## src/rtl/mips_mc_pkg.sv

```systemverilog
// Shared encodings for the multicycle MIPS controller: opcodes, funct codes,
// ALU operation codes, datapath select encodings and the FSM state type.
`timescale 1ns/1ps
package mips_mc_pkg;

  localparam logic [5:0] OP_RTYPE = 6'b000000;
  localparam logic [5:0] OP_LW    = 6'b100011;
  localparam logic [5:0] OP_SW    = 6'b101011;
  localparam logic [5:0] OP_BEQ   = 6'b000100;
  localparam logic [5:0] OP_BNE   = 6'b000101;
  localparam logic [5:0] OP_ADDI  = 6'b001000;
  localparam logic [5:0] OP_J     = 6'b000010;

  localparam logic [5:0] FUNCT_ADD = 6'b100000;
  localparam logic [5:0] FUNCT_SUB = 6'b100010;
  localparam logic [5:0] FUNCT_AND = 6'b100100;
  localparam logic [5:0] FUNCT_OR  = 6'b100101;
  localparam logic [5:0] FUNCT_SLT = 6'b101010;

  localparam logic [2:0] ALUC_ADD = 3'b010;
  localparam logic [2:0] ALUC_SUB = 3'b110;
  localparam logic [2:0] ALUC_AND = 3'b000;
  localparam logic [2:0] ALUC_OR  = 3'b001;
  localparam logic [2:0] ALUC_SLT = 3'b111;

  localparam logic [1:0] ALUOP_ADD   = 2'b00;
  localparam logic [1:0] ALUOP_SUB   = 2'b01;
  localparam logic [1:0] ALUOP_FUNCT = 2'b10;

  typedef enum logic [1:0] {
    SRCB_REG     = 2'b00,
    SRCB_FOUR    = 2'b01,
    SRCB_IMM     = 2'b10,
    SRCB_IMM_SH2 = 2'b11
  } alusrcb_e;

  typedef enum logic [1:0] {
    PCSRC_ALU    = 2'b00,
    PCSRC_ALUOUT = 2'b01,
    PCSRC_JUMP   = 2'b10
  } pcsrc_e;

  typedef enum logic [3:0] {
    S_FETCH   = 4'd0,
    S_DECODE  = 4'd1,
    S_MEMADR  = 4'd2,
    S_MEMRD   = 4'd3,
    S_MEMWB   = 4'd4,
    S_MEMWR   = 4'd5,
    S_EXECUTE = 4'd6,
    S_ALUWB   = 4'd7,
    S_BRANCH  = 4'd8,
    S_ADDIEX  = 4'd9,
    S_ADDIWB  = 4'd10,
    S_JUMP    = 4'd11
  } state_e;

endpackage

```

## src/rtl/mips_multicycle_controller_alu_decoder.sv

```systemverilog
// ALU control decoder: maps (aluop, funct) to the ALU operation and flags
// R-type funct codes the datapath cannot execute.
`timescale 1ns/1ps
module mc_alu_decoder
  import mips_mc_pkg::*;
#(
  parameter int ALUCTRL_W = 3
) (
  input  logic [5:0]           funct,
  input  logic [1:0]           aluop,
  output logic [ALUCTRL_W-1:0] alucontrol,
  output logic                 funct_ok
);

  logic [2:0] code;

  // NOTE: every output gets a default before the case so no path leaves it
  // unassigned, which would otherwise infer a latch.
  always_comb begin
    code     = ALUC_ADD;
    funct_ok = 1'b1;
    case (aluop)
      ALUOP_SUB: code = ALUC_SUB;
      ALUOP_FUNCT: begin
        case (funct)
          FUNCT_ADD: code = ALUC_ADD;
          FUNCT_SUB: code = ALUC_SUB;
          FUNCT_AND: code = ALUC_AND;
          FUNCT_OR:  code = ALUC_OR;
          FUNCT_SLT: code = ALUC_SLT;
          default:   funct_ok = 1'b0;
        endcase
      end
      default: code = ALUC_ADD;
    endcase
  end

  assign alucontrol = ALUCTRL_W'(code);

endmodule

```

## src/rtl/mips_multicycle_controller.sv

```systemverilog
// Moore FSM sequencing MIPS instructions over the shared-ALU/shared-memory
// multicycle datapath, with a variable-latency memory handshake.
`timescale 1ns/1ps
module mips_multicycle_controller
  import mips_mc_pkg::*;
#(
  parameter int ALUCTRL_W     = 3,
  parameter bit MEM_HANDSHAKE = 1'b1,
  parameter bit SUPPORT_BNE   = 1'b1
) (
  input  logic                 clk,
  input  logic                 reset,
  input  logic [5:0]           op,
  input  logic [5:0]           funct,
  input  logic                 zero,
  input  logic                 memready,
  output logic                 memreq,
  output logic                 iord,
  output logic                 memwrite,
  output logic                 irwrite,
  output logic                 regdst,
  output logic                 memtoreg,
  output logic                 regwrite,
  output logic                 alusrca,
  output logic [1:0]           alusrcb,
  output logic [1:0]           pcsrc,
  output logic                 pcen,
  output logic [ALUCTRL_W-1:0] alucontrol,
  output logic                 illegal,
  output logic [3:0]           state
);

  state_e   state_q, state_d;
  alusrcb_e alusrcb_c;
  pcsrc_e   pcsrc_c;
  logic [1:0] aluop;
  logic ready, funct_ok;
  logic memreq_c, memwrite_c, irwrite_c, regwrite_c;
  logic pcwrite, branch, bne, illegal_c;

  assign ready = MEM_HANDSHAKE ? memready : 1'b1;

  mc_alu_decoder #(.ALUCTRL_W(ALUCTRL_W)) u_alu_decoder (
    .funct      (funct),
    .aluop      (aluop),
    .alucontrol (alucontrol),
    .funct_ok   (funct_ok)
  );

  // NOTE: state registers use non-blocking assignment so every flop samples
  // its input from before the edge.
  always_ff @(posedge clk or posedge reset) begin
    if (reset) state_q <= S_FETCH;
    else       state_q <= state_d;
  end

  always_comb begin
    memreq_c   = 1'b0;
    iord       = 1'b0;
    memwrite_c = 1'b0;
    irwrite_c  = 1'b0;
    regdst     = 1'b0;
    memtoreg   = 1'b0;
    regwrite_c = 1'b0;
    alusrca    = 1'b0;
    alusrcb_c  = SRCB_REG;
    pcsrc_c    = PCSRC_ALU;
    aluop      = ALUOP_ADD;
    pcwrite    = 1'b0;
    branch     = 1'b0;
    bne        = 1'b0;
    case (state_q)
      S_FETCH: begin
        memreq_c  = 1'b1;
        alusrcb_c = SRCB_FOUR;
        irwrite_c = ready;
        pcwrite   = ready;
      end
      S_DECODE: alusrcb_c = SRCB_IMM_SH2;
      S_MEMADR: begin
        alusrca   = 1'b1;
        alusrcb_c = SRCB_IMM;
      end
      S_MEMRD: begin
        memreq_c = 1'b1;
        iord     = 1'b1;
      end
      S_MEMWB: begin
        memtoreg   = 1'b1;
        regwrite_c = 1'b1;
      end
      // Write strobe is held for the whole wait so slow memories see it stable.
      S_MEMWR: begin
        memreq_c   = 1'b1;
        iord       = 1'b1;
        memwrite_c = 1'b1;
      end
      S_EXECUTE: begin
        alusrca = 1'b1;
        aluop   = ALUOP_FUNCT;
      end
      S_ALUWB: begin
        regdst     = 1'b1;
        regwrite_c = 1'b1;
      end
      S_BRANCH: begin
        alusrca = 1'b1;
        aluop   = ALUOP_SUB;
        pcsrc_c = PCSRC_ALUOUT;
        branch  = (op == OP_BEQ);
        bne     = SUPPORT_BNE && (op == OP_BNE);
      end
      S_ADDIEX: begin
        alusrca   = 1'b1;
        alusrcb_c = SRCB_IMM;
      end
      S_ADDIWB: regwrite_c = 1'b1;
      S_JUMP: begin
        pcsrc_c = PCSRC_JUMP;
        pcwrite = 1'b1;
      end
      default: ;
    endcase
  end

  always_comb begin
    state_d   = state_q;
    illegal_c = 1'b0;
    case (state_q)
      S_FETCH: if (ready) state_d = S_DECODE;
      S_DECODE: begin
        case (op)
          OP_LW, OP_SW: state_d = S_MEMADR;
          OP_RTYPE:     state_d = S_EXECUTE;
          OP_BEQ:       state_d = S_BRANCH;
          OP_BNE: begin
            if (SUPPORT_BNE) begin
              state_d = S_BRANCH;
            end else begin
              state_d   = S_FETCH;
              illegal_c = 1'b1;
            end
          end
          OP_ADDI: state_d = S_ADDIEX;
          OP_J:    state_d = S_JUMP;
          default: begin
            state_d   = S_FETCH;
            illegal_c = 1'b1;
          end
        endcase
      end
      S_MEMADR: state_d = (op == OP_LW) ? S_MEMRD : S_MEMWR;
      S_MEMRD:  if (ready) state_d = S_MEMWB;
      S_MEMWR:  if (ready) state_d = S_FETCH;
      S_EXECUTE: begin
        if (funct_ok) begin
          state_d = S_ALUWB;
        end else begin
          state_d   = S_FETCH;
          illegal_c = 1'b1;
        end
      end
      S_ADDIEX: state_d = S_ADDIWB;
      S_MEMWB, S_ALUWB, S_BRANCH, S_ADDIWB, S_JUMP: state_d = S_FETCH;
      default:  state_d = S_FETCH;
    endcase
  end

  // FETCH requests memory, so strobes are masked directly while reset is high.
  assign memreq   = memreq_c   & ~reset;
  assign memwrite = memwrite_c & ~reset;
  assign irwrite  = irwrite_c  & ~reset;
  assign regwrite = regwrite_c & ~reset;
  assign pcen     = (pcwrite | (branch & zero) | (bne & ~zero)) & ~reset;
  assign illegal  = illegal_c  & ~reset;
  assign alusrcb  = alusrcb_c;
  assign pcsrc    = pcsrc_c;
  assign state    = state_q;

endmodule
```

## config.mk

```make
export PLATFORM = sky130hd
export DESIGN_NAME = mips_multicycle_controller
export DESIGN_NICKNAME = d
export VERILOG_FILES = /design/src/rtl/mips_mc_pkg.sv /design/src/rtl/mips_multicycle_controller_alu_decoder.sv /design/src/rtl/mips_multicycle_controller.sv
export SDC_FILE = /design/constraint.sdc
export NUM_CORES = 1
export LEC_CHECK = 0
export CORE_MARGIN = 3
export CORE_UTILIZATION = 42
export DETAILED_ROUTE_END_ITERATION = 10
export GPL_ROUTABILITY_DRIVEN = 1
export PLACE_DENSITY = 0.9
export SETUP_SLACK_MARGIN = 0.1
export SLEW_MARGIN = 10
export SYNTH_ARGS = -nofsm -noshare
export SYNTH_HDL_FRONTEND = slang
export SYNTH_SLANG_ARGS = --single-unit
```

## constraint.sdc

```tcl
create_clock -name clk -period 3.66 [get_ports clk]
set_input_delay 1.098 -clock clk [delete_from_list [all_inputs] [get_ports clk]]
set_output_delay 1.098 -clock clk [all_outputs]
set_load 0.05 [all_outputs]
```

After elaboration in Yosys (flattened, before gate mapping):

Cells that the tools add are included.

* muxes and demuxes: 28
* equal/unequal tests: 27
* $mul: 0
* add/sub/neg operators: 0
* order comparisons: 0
* bitwise logic cells: 12
* reductions and logical operators: 12
* shifts and indexed selects: 0
* div/mod/pow operators: 0

Operators with widths (count)
* 6-bit equality test, second input constant: 7
* 4-bit case mux with 7 select lines: 1
* 4-bit case mux with 5 select lines: 1
* 4-bit by 3-bit equality test with 1-bit output, second input constant: 4
* 4-bit equality test, second input constant: 4
* 1-bit two-way mux: 14
* 6-bit by 3-bit equality test with 1-bit output, second input constant: 2
* 4-bit two-way mux: 3
* 3-bit case mux with 4 select lines: 1
* 1-bit bitwise AND: 8
* 4-bit by 2-bit equality test with 1-bit output, second input constant: 2
* 2-bit case mux with 2 select lines: 2
* 2-bit OR reduction: 4
* 7-bit OR reduction: 1
* 6-bit by 2-bit equality test with 1-bit output, second input constant: 1
* 6-bit by 4-bit equality test with 1-bit output, second input constant: 1
* 6-bit zero test: 1
* 3-bit two-way mux: 2
* 2-bit inequality test, second input constant: 3
* 2-bit case mux with 3 select lines: 1
* 3-bit case mux with 2 select lines: 1
* 3-bit OR reduction: 2
* 5-bit OR reduction: 1
* 4-bit by 1-bit equality test with 1-bit output, second input constant: 1
* 8 further kinds: 11

* register bits: 4
* bits in read-only memories: 0
* latch bits: 0
* bits in writable memories: 0
* output and inout port bits: 21
* bits of input ports: 16
* memories kept: 0

Logic depth before layout (Yosys ltp):

Gate-level depths: netlist (run 1).

* word-level depth: 7
* gate-level depth with buffers: 9
* depth with buffers taken out: 8

Cells and area by module:

From an unflattened synthesis (run 1), not the netlist that was laid out.

* cells, all modules: 107
* area, all modules: 790.8 sq um

By module, submodules not included
* mips_multicycle_controller: area an instance 631.9 sq um, times used 1, cells each 87
* mc_alu_decoder: area an instance 158.9 sq um, times used 1, cells each 20

Worst setup path after synthesis (run 1):

No wires, ideal clock.

* kind: flip-flop to output port
* start: register state_q[1] (netlist: state[1])
* end: output port illegal
* buffers on the path: 1
* data required time: 2.562 ns
* arrival time: 2.993 ns
* setup slack: -0.431 ns
* cell stages (with the launch flop): 9
* cell sequence: dfrtp_1 buf_2 nand2b_1 nor3_2 inv_1 ha_1 inv_1 a31o_2 o31ai_1

* word-level cells in the longest chain between the ends: 7

RTL lines
* start, declared: line mips_multicycle_controller.sv:33 `state_e state_q, state_d;`
* start signal, assigned: line mips_multicycle_controller.sv:54 `else state_q <= state_d;`
* 4-bit equality test / 4-bit by 3-bit equality test with 1-bit output (equally long branches): line mips_multicycle_controller.sv:72, mips_multicycle_controller.sv:129
* 2-bit case mux with 2 select lines: line mips_multicycle_controller.sv:72 `case (state_q)`
* 2-bit equality test: line mips_multicycle_controller_alu_decoder.sv:22 `case (aluop)`
* 1-bit two-way mux: line mips_multicycle_controller_alu_decoder.sv:22
* 1-bit two-way mux: line mips_multicycle_controller.sv:156 `if (funct_ok) begin`
* 1-bit case mux with 2 select lines *: line mips_multicycle_controller.sv:129 `case (state_q)`
* 1-bit bitwise AND *: line mips_multicycle_controller.sv:175 `assign illegal = illegal_c & ~reset;`
* end, declared: line mips_multicycle_controller.sv:29 `output logic illegal,`

Every way passes the cells marked *; elsewhere a longest branch is shown, timed or not.

Worst setup path after layout (run 1):

* start: input port op[1]
* end: output port illegal

* word-level cells in the longest chain between the ends: 5

RTL lines
* start, declared: line mips_multicycle_controller.sv:13 `input logic [5:0] op,`
* 6-bit by 3-bit equality test with 1-bit output, or another cell as far along: line mips_multicycle_controller.sv:132 `case (op)`
* 7-bit OR reduction (no source line) *
* 1-bit two-way mux *
* 1-bit case mux with 2 select lines *: line mips_multicycle_controller.sv:129
* 1-bit bitwise AND *: line mips_multicycle_controller.sv:175

Marked as above.

==> results of run 1 <==
metal layers:
| metal | vias to the layer above | track usage (%) |
|---|---|---|
| met2 | 54 | 43.3 |
| li1 | 472 | - |
| met3 | 6 | 3.83 |
| met5 | - | 0 |
| met1 | 469 | 32.0 |
| met4 | 0 | 7.73 |
cells by family after synthesis:
logic type	Yosys count
flip-flops	4
adder cells (fa/ha/maj)	3
multiplexers	2
AND/OR/NAND/NOR	53
buffers and inverters	13
XOR/XNOR	4
AO/OA/AOI/OAI	23
metrics by stage:
| step | worst slack [ns] | cells | utilization (%) | area [µm²] | total power (µW) |
|---|---|---|---|---|---|
| floorplan | 0.121 | 102 | - | 746 | 198 |
| detailed placement | -0.164 | 157 | 79.9 | 1250 | 293 |
| CTS | 0.0590 | 161 | 82.9 | 1290 | 360 |
| global placement | -0.0950 | 157 | 79.9 | 1250 | 288 |
| global route | -0.0279 | 163 | 85.3 | 1330 | 391 |
| finish | 0.0311 | 163 | 85.3 | 1330 | 368 |
cells in the mapped netlist (all sizes together):
library cell,number
a31o,1
dfrtp,4
a21oi,4
inv,5
and2b,1
o31ai,2
nor2b,3
xnor2,1
clkbuf,2
a21boi,1
a22oi,1
nand3,2
a221oi,1
o211ai,2
o311ai,1
and4b,1
nor4,3
o21ai,3
a31oi,6
or3,2
a32oi,1
nor3,9
ha,3
or2,4
nand2,4
xor2,3
nor3b,3
mux2i,2
nor4b,1
nor2,11
buf,6
nand2b,6
nand4,3
what timing repair did:
action,in CTS,in global routing
hold buffers,0,0
cloned,0,0
pin swaps,3,6
buffers inserted,0,2
resized for setup,8,6
setup endpoints to repair,2,3
power groups by stage:
stage	registers [µW]	clock network, µW	logic (µW)
after floorplan	66.8	0	131
after CTS	53.7	63.7	243
after detailed placement	54.2	0	238
after global placement	54.2	0	234
final	54.1	63.4	251
after global routing	54.8	70.9	265
worst paths after layout:
kind | endpoint | slack, ns | cells after the start
setup / recovery | illegal | 0.03 | 6
hold / removal | state[3] | 0.71 | 2
hold reg to reg | state[3] | 0.71 | 2
setup reg to reg | state[2] | 1.60 | 8
max in group asynchronous | state[1] | 2.22 | 3
min in group asynchronous | state[3] | 1.27 | 3
final cells by class:
type / instances / area [µm²] / share of cell area, %
clock buffers: 4 / 26.3 / 1.98
inverters: 5 / 18.8 / 1.41
multi-input cells: 85 / 624 / 46.9
flip-flops and latches: 4 / 101 / 7.62
well taps: 16 / 20.0 / 1.51
repair buffers: 49 / 539 / 40.5
worst max-delay path, cell delays in order:
cell and delay, ns:
dlygate4sd2_1 0.32, xor2_1 0.23, a221oi_2 0.38, o211ai_1 0.22
o31ai_4 0.11, buf_12 0.17
==> results.sh, run 1 <==
export IMPL_status="finished clean"
export IMPL_maxCapViolations=0
export IMPL_synth_compound_area_share_pct=21.2
export IMPL_synth_xor_area_share_pct=4.87
export IMPL_wl_met1_um=1120
export IMPL_fin_nets=167
export IMPL_min_delay_path_class="reg2reg"
export IMPL_fillers=99
export IMPL_skew_ns=0.00336
export IMPL_gr_total_overflow=0
export IMPL_routed_wl_um=2750
export IMPL_yosysTopAreaCell="dfrtp_1"
export IMPL_cts_buffer_depth=2
export IMPL_r2r_start="state[3]"
export IMPL_crit_type="in2out"
export IMPL_start_kind="primary input"
export IMPL_rsz0062_at_grt="yes"
export IMPL_clk_pin_slew_ns=0.04
export IMPL_row_count=14
export IMPL_seq_power_share_pct=14.7
export IMPL_hold_start="state[2]"
export IMPL_synth_area_per_cell_um2=7.05
export IMPL_p_int_uw=190
export IMPL_post_route_drc_count=0
export IMPL_synthTopCellsByArea="dfrtp_1 14%, nor2_1 5.7%, nor3_1 5.6%, a31oi_1 5.2%, ha_1 5.2%"
export IMPL_die_h_um=47.4
export IMPL_synth_top_family_by_area="simple AND/OR/NAND/NOR gates"
export IMPL_combPwrFrac_pct=68.1
export IMPL_finalSetupViolCount=0
export IMPL_synth_area_um2=719
export IMPL_grt_util_all_layers_pct=25.2
export IMPL_clockPowerShare_pct=17.2
export IMPL_min_period_ns=3.63
export IMPL_leakagePower_uw=0.000541
export IMPL_synth_cells=102
export IMPL_ios=37
export IMPL_slew_viol_final=0
export IMPL_clock_sinks=4
export IMPL_final_common_cell="clkdlybuf4s50_1"
export IMPL_htree_levels=1
export IMPL_finalHoldViolCount=0
export IMPL_cts_tree="yes"
export IMPL_required_ns=2.56
export IMPL_gp_congestion=0.846
export IMPL_synthesis_nets=121
export IMPL_synth_top_area_share_pct=13.9
export IMPL_fin_setup_tns_ns=0
export IMPL_grt_pass1_wl_um=4040
export IMPL_antenna_cells=0
export IMPL_grt_start_max_net_pins=19
export IMPL_dp_final_hpwl_um=1890
export IMPL_dr_pass1_iters=4
export IMPL_portBuffers=36
export IMPL_power_density_nw_per_um2=277
export IMPL_fin_crit_sh_pct=99.1
export IMPL_num_vias=1001
export IMPL_power_net_switching_uw=178
export IMPL_insertion_delay_ns=0.24
export IMPL_arrival_ns=2.53
export IMPL_largest_reg_flops=4
export IMPL_crit_fanout=5
export IMPL_startpoint="op[1]"
export IMPL_area_delta_synth_final_pct=84.9
export IMPL_max_clock_freq_ghz=0.276
export IMPL_slew_headroom_pct=66.4
export IMPL_synth_seq_cells=4
export IMPL_p_sw_share_pct=48.4
export IMPL_root_buffer="clkbuf_4"
export IMPL_start_util_pct=46.1
export IMPL_core_um2=1560
export IMPL_ir_drop_uv=199
export IMPL_antenna_found_initial=0
export IMPL_cts_buffers_inserted=3
export IMPL_highest_layer="met4"
export IMPL_endpoint_kind="output pin"
export IMPL_via_per_inst=6.14
export IMPL_met2_length_um=1430
export IMPL_dr_wl_met3_um=143
export IMPL_final_cell_mix="19 x clkdlybuf4s50_1, 14 x buf_4, 11 x nor2_1, 8 x nor3_1, 8 x buf_12"
export IMPL_synth_simple_area_share_pct=44.2
export IMPL_postRouteAntennaNets=0
export IMPL_synth_fa_ha_area_share_pct=5.22
export IMPL_holdWs_ns=0.706
export IMPL_die_x_um=47.4
export IMPL_drt_iter0_markers=38
export IMPL_muxShareOfSynthArea_pct=2.78
export IMPL_tightest_slew_ns=0.502
export IMPL_ys_warn_count=0
export IMPL_grt_pass1_vias=909
export IMPL_dieArea_um2=2250
export IMPL_drive_gt1_share_pct=25.9
export IMPL_routedWlPerCell_um=16.9
export IMPL_ys_types=36
export IMPL_seq_area_frac_synth_pct=13.9
Note: power is estimated with default switching activity, not from simulation.
==> inputs of run 2 (changes only) <==
REMOVE_ABC_BUFFERS = 1   (was default)
==> results.sh, run 2 (same netlist as run 1, synthesis figures left out) <==
export IMPL_area_delta_synth_final_pct=79.0
export IMPL_fin_nets=164
export IMPL_required_ns=2.56
export IMPL_crit_fanout=5
export IMPL_drt_iter0_markers=9
export IMPL_clk_pin_slew_ns=0.03
export IMPL_start_kind="primary input"
export IMPL_antenna_found_initial=0
export IMPL_slew_headroom_pct=64.4
export IMPL_grt_pass1_wl_um=3750
export IMPL_clockPowerShare_pct=15.4
export IMPL_arrival_ns=2.47
export IMPL_final_cell_mix="20 x clkdlybuf4s50_1, 11 x nor2_1, 11 x buf_4, 8 x nor3_1, 7 x buf_12"
export IMPL_skew_ns=0.00890
export IMPL_dp_final_hpwl_um=1890
export IMPL_htree_levels=1
export IMPL_post_cts_buffers=0
export IMPL_cts_tree="yes"
export IMPL_placed_area_um2=1210
export IMPL_ir_drop_uv=182
export IMPL_max_clock_freq_ghz=0.280
export IMPL_power_uw=351
export IMPL_status="finished clean"
export IMPL_maxCapViolations=0
export IMPL_finalHoldViolCount=0
export IMPL_fin_crit_sh_pct=97.5
export IMPL_row_count=14
export IMPL_core_um2=1560
export IMPL_via_per_inst=6.00
export IMPL_seq_power_share_pct=15.9
export IMPL_finalSetupViolCount=0
export IMPL_routed_wl_um=2490
export IMPL_p_sw_share_pct=47.7
export IMPL_final_core_util_pct=82.6
export IMPL_final_area_um2=1290
export IMPL_cts_buffer_depth=2
export IMPL_power_net_switching_uw=167
export IMPL_combPwrFrac_pct=68.8
export IMPL_endpoint_kind="output pin"
export IMPL_drive_gt1_share_pct=22.4
export IMPL_largest_reg_flops=4
export IMPL_postRouteAntennaNets=0
export IMPL_gr_total_overflow=0
export IMPL_die_h_um=47.4
export IMPL_die_x_um=47.4
export IMPL_cts_buffers_inserted=3
export IMPL_dieArea_um2=2250
export IMPL_grt_util_all_layers_pct=23.3
export IMPL_min_delay_path_class="reg2reg"
export IMPL_power_density_nw_per_um2=272
export IMPL_crit_type="in2out"
export IMPL_leakagePower_uw=0.000530
export IMPL_num_vias=954
export IMPL_root_buffer="clkbuf_4"
export IMPL_final_common_cell="clkdlybuf4s50_1"
export IMPL_gp_congestion=0.930
export IMPL_clock_sinks=4
export IMPL_portBuffers=36
export IMPL_min_period_ns=3.57
export IMPL_ios=37
export IMPL_routedWlPerCell_um=15.7
export IMPL_grt_start_max_net_pins=14
export IMPL_dr_pass1_iters=4
export IMPL_grt_pass1_vias=904
export IMPL_insertion_delay_ns=0.23
export IMPL_fillers=114
export IMPL_tightest_slew_ns=0.532
export IMPL_p_int_uw=183
export IMPL_start_util_pct=46.1
export IMPL_rsz0062_at_grt="yes"
export IMPL_slew_viol_final=0
export IMPL_post_route_drc_count=0
export IMPL_antenna_cells=0
run 2: cell count changes in the layout (fill, tap and decap cells not counted), sizes merged:
cell,before,now
clkdlybuf4s50,19,20
clkdlybuf4s15,0,1
dlygate4sd2,4,2
buf,23,18
dlymetal6s2s,3,4
run 2: final timing paths:
check / startpoint / end / slack (ns) / depth (start not counted)
max in group asynchronous: reset / state[3] / 2.52 / 2
worst max register to register: state[3] / state[1] / 1.71 / 8
worst min register to register: state[1] / state[3] / 0.62 / 2
min in group asynchronous: reset / state[0] / 0.97 / 2
worst min-delay path: state[1] / state[3] / 0.62 / 2
worst max-delay path: funct[2] / illegal / 0.09 / 5
run 2: cell type report:
| cell class | instances | area (µm²) | share of cell area (%) |
|---|---|---|---|
| Sequential cell | 4 | 100 | 7.77 |
| Clock buffer | 3 | 22.5 | 1.75 |
| Inverter | 5 | 18.8 | 1.46 |
| Tap cell | 16 | 20.0 | 1.55 |
| Timing Repair Buffer | 46 | 526 | 40.8 |
| Multi-Input combinational cell | 85 | 601 | 46.6 |
run 2: worst max-delay path: stages:
cell and delay (ns):
clkdlybuf4s50_1 0.49, nand2b_1 0.20, a31o_2 0.27, o31ai_4 0.20, clkbuf_16 0.20
run 2: metal layers:
layer	routed length, µm	part of all wire [%]	global-route usage, %	vias up
met5	0	0	0	-
met2	1320	53	44.7	53
met4	50	2.0	7.73	0
met3	197	7.9	3.83	6
li1	-	-	-	461
met1	918	37	25.3	434
run 2: what timing repair did:
| action | 4_1_cts | 5_1_grt |
|---|---|---|
| resized for setup | 7 | 9 |
| endpoints found under the setup margin | 2 | 3 |
| pin swaps | 1 | 3 |
| hold buffers | 0 | 0 |
run 2: stage by stage:
| step | worst slack, ns | instances | setup TNS [ns] | hold WS, ns |
|---|---|---|---|---|
| 2_1_floorplan | -0.420 | 94 | -0.699 | 0.864 |
| 3_3_place_gp | -0.0219 | 156 | -0.0219 | 0.619 |
| 3_5_place_dp | -0.0876 | 156 | -0.0876 | 0.611 |
| 4_1_cts | 0.0575 | 159 | 0 | 0.617 |
| 5_1_grt | 0.0747 | 159 | 0 | 0.681 |
| 6_report | 0.0931 | 159 | 0 | 0.619 |
run 2: power by group through the flow:
stage / logic, µW / registers, µW / clock network (µW)
after floorplan: 107 / 78.5 / 0
after global placement: 230 / 55.7 / 0
after detailed placement: 233 / 55.9 / 0
after CTS: 236 / 55.5 / 54.8
after global routing: 253 / 56.5 / 59.2
final: 241 / 55.7 / 53.8
